[src/rtl/chess_pkg.sv]
// chess_pkg: shared piece encoding, board coordinate width and the
// move_commit state encoding.
//   Piece code: bit3 = colour (1 = black), bits[2:0] = piece type.
//   promote_piece(): returns the piece to store on the destination square.
//   A pawn reaching its last rank becomes a queen of the same colour
//   when promotion is enabled.
package chess_pkg;

  localparam int SQ_W       = 3;
  localparam int PC_W       = 4;
  localparam int COLOUR_BIT = 3;

  localparam logic WHITE = 1'b0;
  localparam logic BLACK = 1'b1;

  localparam logic [2:0] EMPTY  = 3'b000;
  localparam logic [2:0] PAWN   = 3'b001;
  localparam logic [2:0] KING   = 3'b010;
  localparam logic [2:0] QUEEN  = 3'b011;
  localparam logic [2:0] KNIGHT = 3'b100;
  localparam logic [2:0] BISHOP = 3'b101;
  localparam logic [2:0] ROOK   = 3'b110;

  typedef enum logic [2:0] {
    ST_IDLE   = 3'd0,
    ST_CHECK  = 3'd1,
    ST_WR_DST = 3'd2,
    ST_WR_SRC = 3'd3,
    ST_RESP   = 3'd4
  } mc_state_t;

  // White pawns advance toward rank 0 and black pawns toward rank 7.
  function automatic logic [PC_W-1:0] promote_piece(input logic [PC_W-1:0] pc,
                                                    input logic [SQ_W-1:0] dcol,
                                                    input logic            en);
    logic last_rank;
    last_rank = (pc[COLOUR_BIT] == WHITE) ? (dcol == 3'd0) : (dcol == 3'd7);
    if (en && (pc[2:0] == PAWN) && last_rank)
      promote_piece = {pc[COLOUR_BIT], QUEEN};
    else
      promote_piece = pc;
  endfunction

endpackage

[src/rtl/move_commit.sv]
// move_commit: commits one requested move into the board store.
//   Accepts a src/dst square pair on mv_valid/mv_ready, reads both squares
//   through two combinational board read ports, rejects a move when the
//   source is empty, belongs to the side not on move, equals the
//   destination, or would capture a piece of its own colour.  An accepted
//   move writes the destination (with optional promotion) and then clears
//   the source through the single write port, before answering with done
//   or err.  The block also owns side-to-move (turn).
// Ports:
//   Clk, reset (async active-low)
//   mv_valid/mv_ready, src_rol/src_col/dst_rol/dst_col : move request
//   turn_flip        : toggles turn while idle
//   rd_rol1/rd_col1/rd_din1, rd_rol2/rd_col2/rd_din2 : board read ports
//   wren/wrrol/wrcol/wdatain : board write port
//   done/err/captured/king_taken : one-cycle response
//   turn             : side to move (0 = white)
module move_commit
  import chess_pkg::*;
#(
  parameter bit PROMOTE_EN = 1'b1,
  parameter bit AUTO_TURN  = 1'b1
) (
  input  logic            Clk,
  input  logic            reset,
  input  logic            mv_valid,
  output logic            mv_ready,
  input  logic [SQ_W-1:0] src_rol,
  input  logic [SQ_W-1:0] src_col,
  input  logic [SQ_W-1:0] dst_rol,
  input  logic [SQ_W-1:0] dst_col,
  input  logic            turn_flip,
  output logic [SQ_W-1:0] rd_rol1,
  output logic [SQ_W-1:0] rd_col1,
  input  logic [PC_W-1:0] rd_din1,
  output logic [SQ_W-1:0] rd_rol2,
  output logic [SQ_W-1:0] rd_col2,
  input  logic [PC_W-1:0] rd_din2,
  output logic            wren,
  output logic [SQ_W-1:0] wrrol,
  output logic [SQ_W-1:0] wrcol,
  output logic [PC_W-1:0] wdatain,
  output logic            done,
  output logic            err,
  output logic [PC_W-1:0] captured,
  output logic            king_taken,
  output logic            turn
);

  mc_state_t       state, state_nxt;
  logic [SQ_W-1:0] s_rol, s_col, d_rol, d_col;
  logic [PC_W-1:0] src_pc, dst_pc;
  logic            rej, reject;

  // Ownership test on the live read data; only meaningful in ST_CHECK.
  always_comb begin
    reject = 1'b0;
    if (rd_din1[2:0] == EMPTY)                      reject = 1'b1;
    if (rd_din1[COLOUR_BIT] != turn)                reject = 1'b1;
    if ((s_rol == d_rol) && (s_col == d_col))       reject = 1'b1;
    if ((rd_din2[2:0] != EMPTY) &&
        (rd_din2[COLOUR_BIT] == rd_din1[COLOUR_BIT])) reject = 1'b1;
  end

  always_ff @(posedge Clk or negedge reset) begin
    if (!reset) begin
      state  <= ST_IDLE;
      s_rol  <= '0;
      s_col  <= '0;
      d_rol  <= '0;
      d_col  <= '0;
      src_pc <= '0;
      dst_pc <= '0;
      rej    <= 1'b0;
      turn   <= WHITE;
    end else begin
      state <= state_nxt;
      case (state)
        ST_IDLE: begin
          // A flip coincident with a handshake lands before CHECK reads turn.
          if (turn_flip) turn <= ~turn;
          if (mv_valid) begin
            s_rol <= src_rol;
            s_col <= src_col;
            d_rol <= dst_rol;
            d_col <= dst_col;
          end
        end
        ST_CHECK: begin
          rej    <= reject;
          src_pc <= rd_din1;
          dst_pc <= rd_din2;
        end
        ST_RESP: begin
          if (!rej && AUTO_TURN) turn <= ~turn;
        end
        default: ;
      endcase
    end
  end

  always_comb begin
    state_nxt  = state;
    mv_ready   = 1'b0;
    wren       = 1'b0;
    wrrol      = '0;
    wrcol      = '0;
    wdatain    = '0;
    done       = 1'b0;
    err        = 1'b0;
    captured   = '0;
    king_taken = 1'b0;
    case (state)
      ST_IDLE: begin
        mv_ready = 1'b1;
        if (mv_valid) state_nxt = ST_CHECK;
      end
      ST_CHECK: begin
        state_nxt = reject ? ST_RESP : ST_WR_DST;
      end
      ST_WR_DST: begin
        wren      = 1'b1;
        wrrol     = d_rol;
        wrcol     = d_col;
        wdatain   = promote_piece(src_pc, d_col, PROMOTE_EN);
        state_nxt = ST_WR_SRC;
      end
      ST_WR_SRC: begin
        wren      = 1'b1;
        wrrol     = s_rol;
        wrcol     = s_col;
        state_nxt = ST_RESP;
      end
      ST_RESP: begin
        done       = !rej;
        err        = rej;
        captured   = rej ? '0 : dst_pc;
        king_taken = !rej && (dst_pc[2:0] == KING);
        state_nxt  = ST_IDLE;
      end
      default: state_nxt = ST_IDLE;
    endcase
  end

  assign rd_rol1 = s_rol;
  assign rd_col1 = s_col;
  assign rd_rol2 = d_rol;
  assign rd_col2 = d_col;

endmodule

[config.mk]
export PLATFORM = sky130hd
export DESIGN_NAME = move_commit
export DESIGN_NICKNAME = d
export VERILOG_FILES = /design/src/rtl/chess_pkg.sv /design/src/rtl/move_commit.sv
export SDC_FILE = /design/constraint.sdc
export NUM_CORES = 1
export LEC_CHECK = 0
export CAP_MARGIN = 10
export CORE_MARGIN = 2
export CORE_UTILIZATION = 35
export CTS_BUF_LIST = sky130_fd_sc_hd__clkbuf_2
export DETAILED_ROUTE_END_ITERATION = 8
export PLACE_DENSITY = 0.7
export SKIP_CTS_REPAIR_TIMING = 1
export SYNTH_ARGS = -nofsm -noshare
export SYNTH_HDL_FRONTEND = slang
export SYNTH_SLANG_ARGS = --single-unit
export TNS_END_PERCENT = 30
[constraint.sdc]
create_clock -name Clk -period 2.3 [get_ports Clk]
set_input_delay 0.69 -clock Clk [delete_from_list [all_inputs] [get_ports Clk]]
set_output_delay 0.69 -clock Clk [all_outputs]
set_load 0.02 [all_outputs]
## Yosys cells after proc, flatten, opt, wreduce, memory -nomap -nowiden

Index checks and enable logic that the tools add are counted.

| word-level totals | value |
|---|---|
| flip-flop bits (word level) | 25 |
| output and inout port bits | 32 |
| word-level logic and storage cells | 59 |
| bits of input ports | 24 |

| operators by class | value |
|---|---|
| multiplexer cells | 22 |
| equality and inequality tests | 14 |
| bitwise operators | 1 |
| reductions and logical operators | 13 |

Operator list:

| kind | number |
|---|---|
| $mux W1 | 12 |
| $mux W4 | 3 |
| $pmux W3 S2 | 2 |
| $pmux W3 S4 | 1 |
| $eq A3 B2 Y1 const B | 3 |
| $logic_not A3 Y1 | 3 |
| $mux W3 | 3 |
| $eq A3 B1 Y1 const B | 2 |
| $eq A3 B3 Y1 | 2 |
| $eq A3 B3 Y1 const B | 2 |
| $ne A2 B2 Y1 const B | 3 |
| $logic_and A1 B1 Y1 | 4 |
| $reduce_and A3 Y1 | 1 |
| $reduce_bool A3 Y1 | 1 |
| $pmux W1 S2 | 1 |
| $reduce_and A2 Y1 | 1 |
| $reduce_bool A2 Y1 | 1 |
| $reduce_or A2 Y1 | 1 |
| $eq A1 B1 Y1 | 1 |
| $logic_not A1 Y1 | 1 |
| $ne A1 B1 Y1 | 1 |
| $not A1 Y1 | 1 |

## Logic depth before layout (Yosys ltp)

Gate-level depths: netlist of run 1.

| logic depth | value |
|---|---|
| word-level depth | 7 |
| depth in mapped cells | 5 |

## Worst setup path after synthesis of run 1

OpenSTA, ideal clock, no wires.

| timing path | value |
|---|---|
| path type | reg-to-output |
| from | reg state[0] |
| to | out king_taken |
| slack | -0.049 ns |
| stages on the path, launching flop included | 5 |
| buffers on the path | 1 |
| arrival | 1.659 ns |
| cell sequence | dfrtp_1 > buf_4 > nor4_4 > and2_1 > nor3b_2 |

| on the way | value |
|---|---|
| longest elaborated chain between the ends | 2 |

Ends and longest elaborated chain:

| what | RTL line | RTL |
|---|---|---|
| from (decl) | move_commit.sv:49 | `mc_state_t state, state_nxt;` |
| from (signal assigned) | move_commit.sv:76 | `state <= state_nxt;` |
| $eq A3 B3 Y1 | move_commit.sv:112 | `case (state)` |
| $mux W1 | move_commit.sv:112 |  |
| to (decl) | move_commit.sv:45 | `output logic king_taken,` |

No other way between the ends.

## Worst setup path after layout of run 1

| timing path | value |
|---|---|
| from | reg state[1] |
| to | out king_taken |

Same word-level chain as after synthesis.

==> results of run 1 <==
==> cell usage in the layout, fill, tap and decap left out, types with 2 or more instances in the layout <==
cell / instances
clkdlybuf4s50_1: 36
dlymetal6s2s_1: 2
buf_2: 3
dfrtp_1: 25
inv_1: 3
clkbuf_2: 13
xor2_1: 3
nor2_1: 8
buf_6: 3
nor3_1: 4
and2_1: 6
mux2_2: 9
mux2_4: 11
buf_4: 18
xnor2_1: 6
mux2i_1: 6
nand4_1: 2
==> worst max-delay path: stages, from the launching register on <==
cell     delay, ns
dfrtp_1       0.46
nor4_4        0.29
and2_1        0.18
nor3b_4       0.19
buf_6         0.14
==> report_power, final <==
part	internal [µW]	leakage [µW]	switching (µW)
combinational	934	0.000627	764
clock	46.0	0.0000166	125
sequential	659	0.000296	210
==> cell type report <==
type	instances	share of cell area, %
clock buffer	4	0.991
sequential	25	31.0
multi-input combinational	72	32.9
tap	48	2.97
timing repair buffer	72	31.4
inverter	4	0.743
==> registers in the layout, summed over array words and instances (netlist names) <==
name / cells
dst_pc: 4
src_pc: 4
rd_col1: 3
rd_col2: 3
rd_rol1: 3
rd_rol2: 3
state: 3
rej: 1
turn: 1
==> layer usage <==
layer  routed length [µm]  up-vias  share of wire, %  GRT usage (%)
met2                 1580       31                51           24.5
met3                  151        2               4.8           2.74
met5                    0        -                 0              0
met1                 1370      527                44           21.4
met4                   19        0              0.61           3.13
li1                     -      515                 -              -
==> Yosys cell counts (2+ instances only) <==
| cell type | instances |
|---|---|
| inv_1 | 4 |
| dfrtp_1 | 25 |
| buf_4 | 2 |
| mux2i_1 | 6 |
| mux2_2 | 9 |
| xnor2_1 | 6 |
| nand2_1 | 2 |
| mux2_4 | 11 |
| nand4_1 | 2 |
| xor2_1 | 3 |
| and2_1 | 6 |
| nor2_1 | 8 |
| nor3_1 | 4 |
==> cells by family (layout without fill, tap and decap cells) <==
logic type | after synthesis | in the layout | synth area share (%)
buffers and inverters | 9 | 80 | 4.41
AO/OA/AOI/OAI | 8 | 8 | 4.60
multiplexers | 26 | 26 | 24.5
AND/OR/NAND/NOR | 29 | 29 | 13.7
XOR/XNOR | 9 | 9 | 5.91
flip-flops | 25 | 25 | 46.9
==> stage by stage <==
stage / instance area [µm²] / utilization, % / TNS, ns / hold slack (ns)
2_1_floorplan: 1340 / - / 0 / 0.394
5_1_grt: 2020 / 55.2 / -0.234 / 0.561
3_5_place_dp: 2030 / 55.4 / -0.114 / 0.488
4_1_cts: 2050 / 55.9 / -7.12 / 0.535
6_report: 2020 / 55.2 / 0 / 0.530
3_3_place_gp: 2030 / 55.4 / -0.0717 / 0.483
==> worst max-delay path by stage <==
stage	from	endpoint	slack (ns)	cells past startpoint
after detailed placement	rd_col2[2]	wdatain[1]	-0.06	4
after global routing	rd_col2[2]	wdatain[1]	-0.13	4
after CTS	rd_col2[2]	wdatain[1]	-0.51	4
after global placement	state[1]	king_taken	-0.04	4
final	state[1]	king_taken	0.02	4
after floorplan	state[1]	king_taken	0.009	3
==> run summary, run 1 <==
CP required: 1.61 ns
Slew Limit Fails: 0
R2R Path Start: state[0]
actual slew at the worst max-slew pin: 0.382 ns
Fin. Hold Viols: 0
Congestion Overflow GR: 0
Slew Limit Headroom: 74.3%
Tcrit/Tclk final: 99.3%
vias in the first global route: 1143
Ports: 56
Worst Hold Launch: dst_pc[1]
area of the mapped netlist: 1330 µm²
gpl congestion: 0.764
CP startpoint kind: register
post-detail-place hpwl: 2450 µm
vias: 1075
Peak Freq: 438 MHz
Routed wire per std cell: 13.9 µm
Clock Skews: 0.0121 ns
post-synth top area share: 46.9%
worst r2r path cells: 6
multi-input logic area: 666 µm²
Post-synth EDFFs: 0
Reg clk slew, reported paths: 0.23 ns
#FFs+latches synth: 25
Hold EP: dst_pc[1]
Main synth FF type: dfrtp_1
Clock Root Buffer: clkbuf_2
max-cap viol count: 0
mean area per synthesized cell: 12.6 µm²
reg2reg end: rd_rol2[2]
post-layout min period: 2.28 ns
largest net degree at the start of global routing: 26
pwr dens: 1350 nW/µm²
outcome: complete, no violations
starting density of the core: 36.4%
library cells used by synthesis: 31
PortBufs: 55
Hold WC Path Type: reg -> reg
total CTS buffers: 3
Antenna Violating Nets Remaining: 0
DRC Markers: 0
top cells by area, synth: dfrtp_1 (47%), mux2_4 (12%), mux2_2 (7.6%), mux2i_1 (4.5%), xnor2_1 (3.9%)
Critical Path End Type: primary output
first-pass iteration count of the detailed router: 4
Final setup viols: 0
DR vias/cell: 4.78
Detailed Route Iter0 Violations: 15
Setup Crit Path Kind: reg -> out
Max IR drop VDD: 0.642 mV
initial antenna violation count: 0
share of layout cells above drive strength 1: 37.3%
Clock Sinks: 25
Cells after DPL: 220
hold path cells: 1
die height: 65.7 µm
dpl ws: -0.0601 ns
Critical Path AT: 1.59 ns
FP Rows: 22
register area: 626 µm²
Final Total Pwr: 2740 µW
die width: 65.7 µm
CTS tree: yes
fill count: 332
leakage power: 0.000940 µW
cell taking the most area after synthesis: dfrtp_1
fin cells: 225
sequential area share after synthesis: 46.9%
Clock Latency Late Sink: 0.34 ns
Synth Instances: 106
WL final: 3120 µm
Antenna Cells: 0
largest fanout on the critical path: 2
Post-synth ARST share: 100%
die area: 4320 µm²
RSZ-0062 raised after global routing: yes
CORE AREA: 3660 µm²
Syn. warnings: 0
Final nets: 202
final worst slack: 0.0155 ns
area growth from synthesis to layout: 51.5%
Net Count, Synth: 130
r2r setup slk: 0.49 ns
total track usage: 15.2%
H-tree Lvls: 1
first-pass GRT wire length: 5130 µm
CTS Buffer Depth: 2
Note: power is estimated with default switching activity, not from simulation.
==> inputs of run 2 (changes only) <==
--- a/config.mk
+++ b/config.mk
@@ -12,6 +12,7 @@
 export DETAILED_ROUTE_END_ITERATION = 8
 export PLACE_DENSITY = 0.7
 export SKIP_CTS_REPAIR_TIMING = 1
+export SLEW_MARGIN = 20
 export SYNTH_ARGS = -nofsm -noshare
 export SYNTH_HDL_FRONTEND = slang
 export SYNTH_SLANG_ARGS = --single-unit
==> results of run 2 <==
No change in the layout: final DEF, timing and power equal those of run 1.
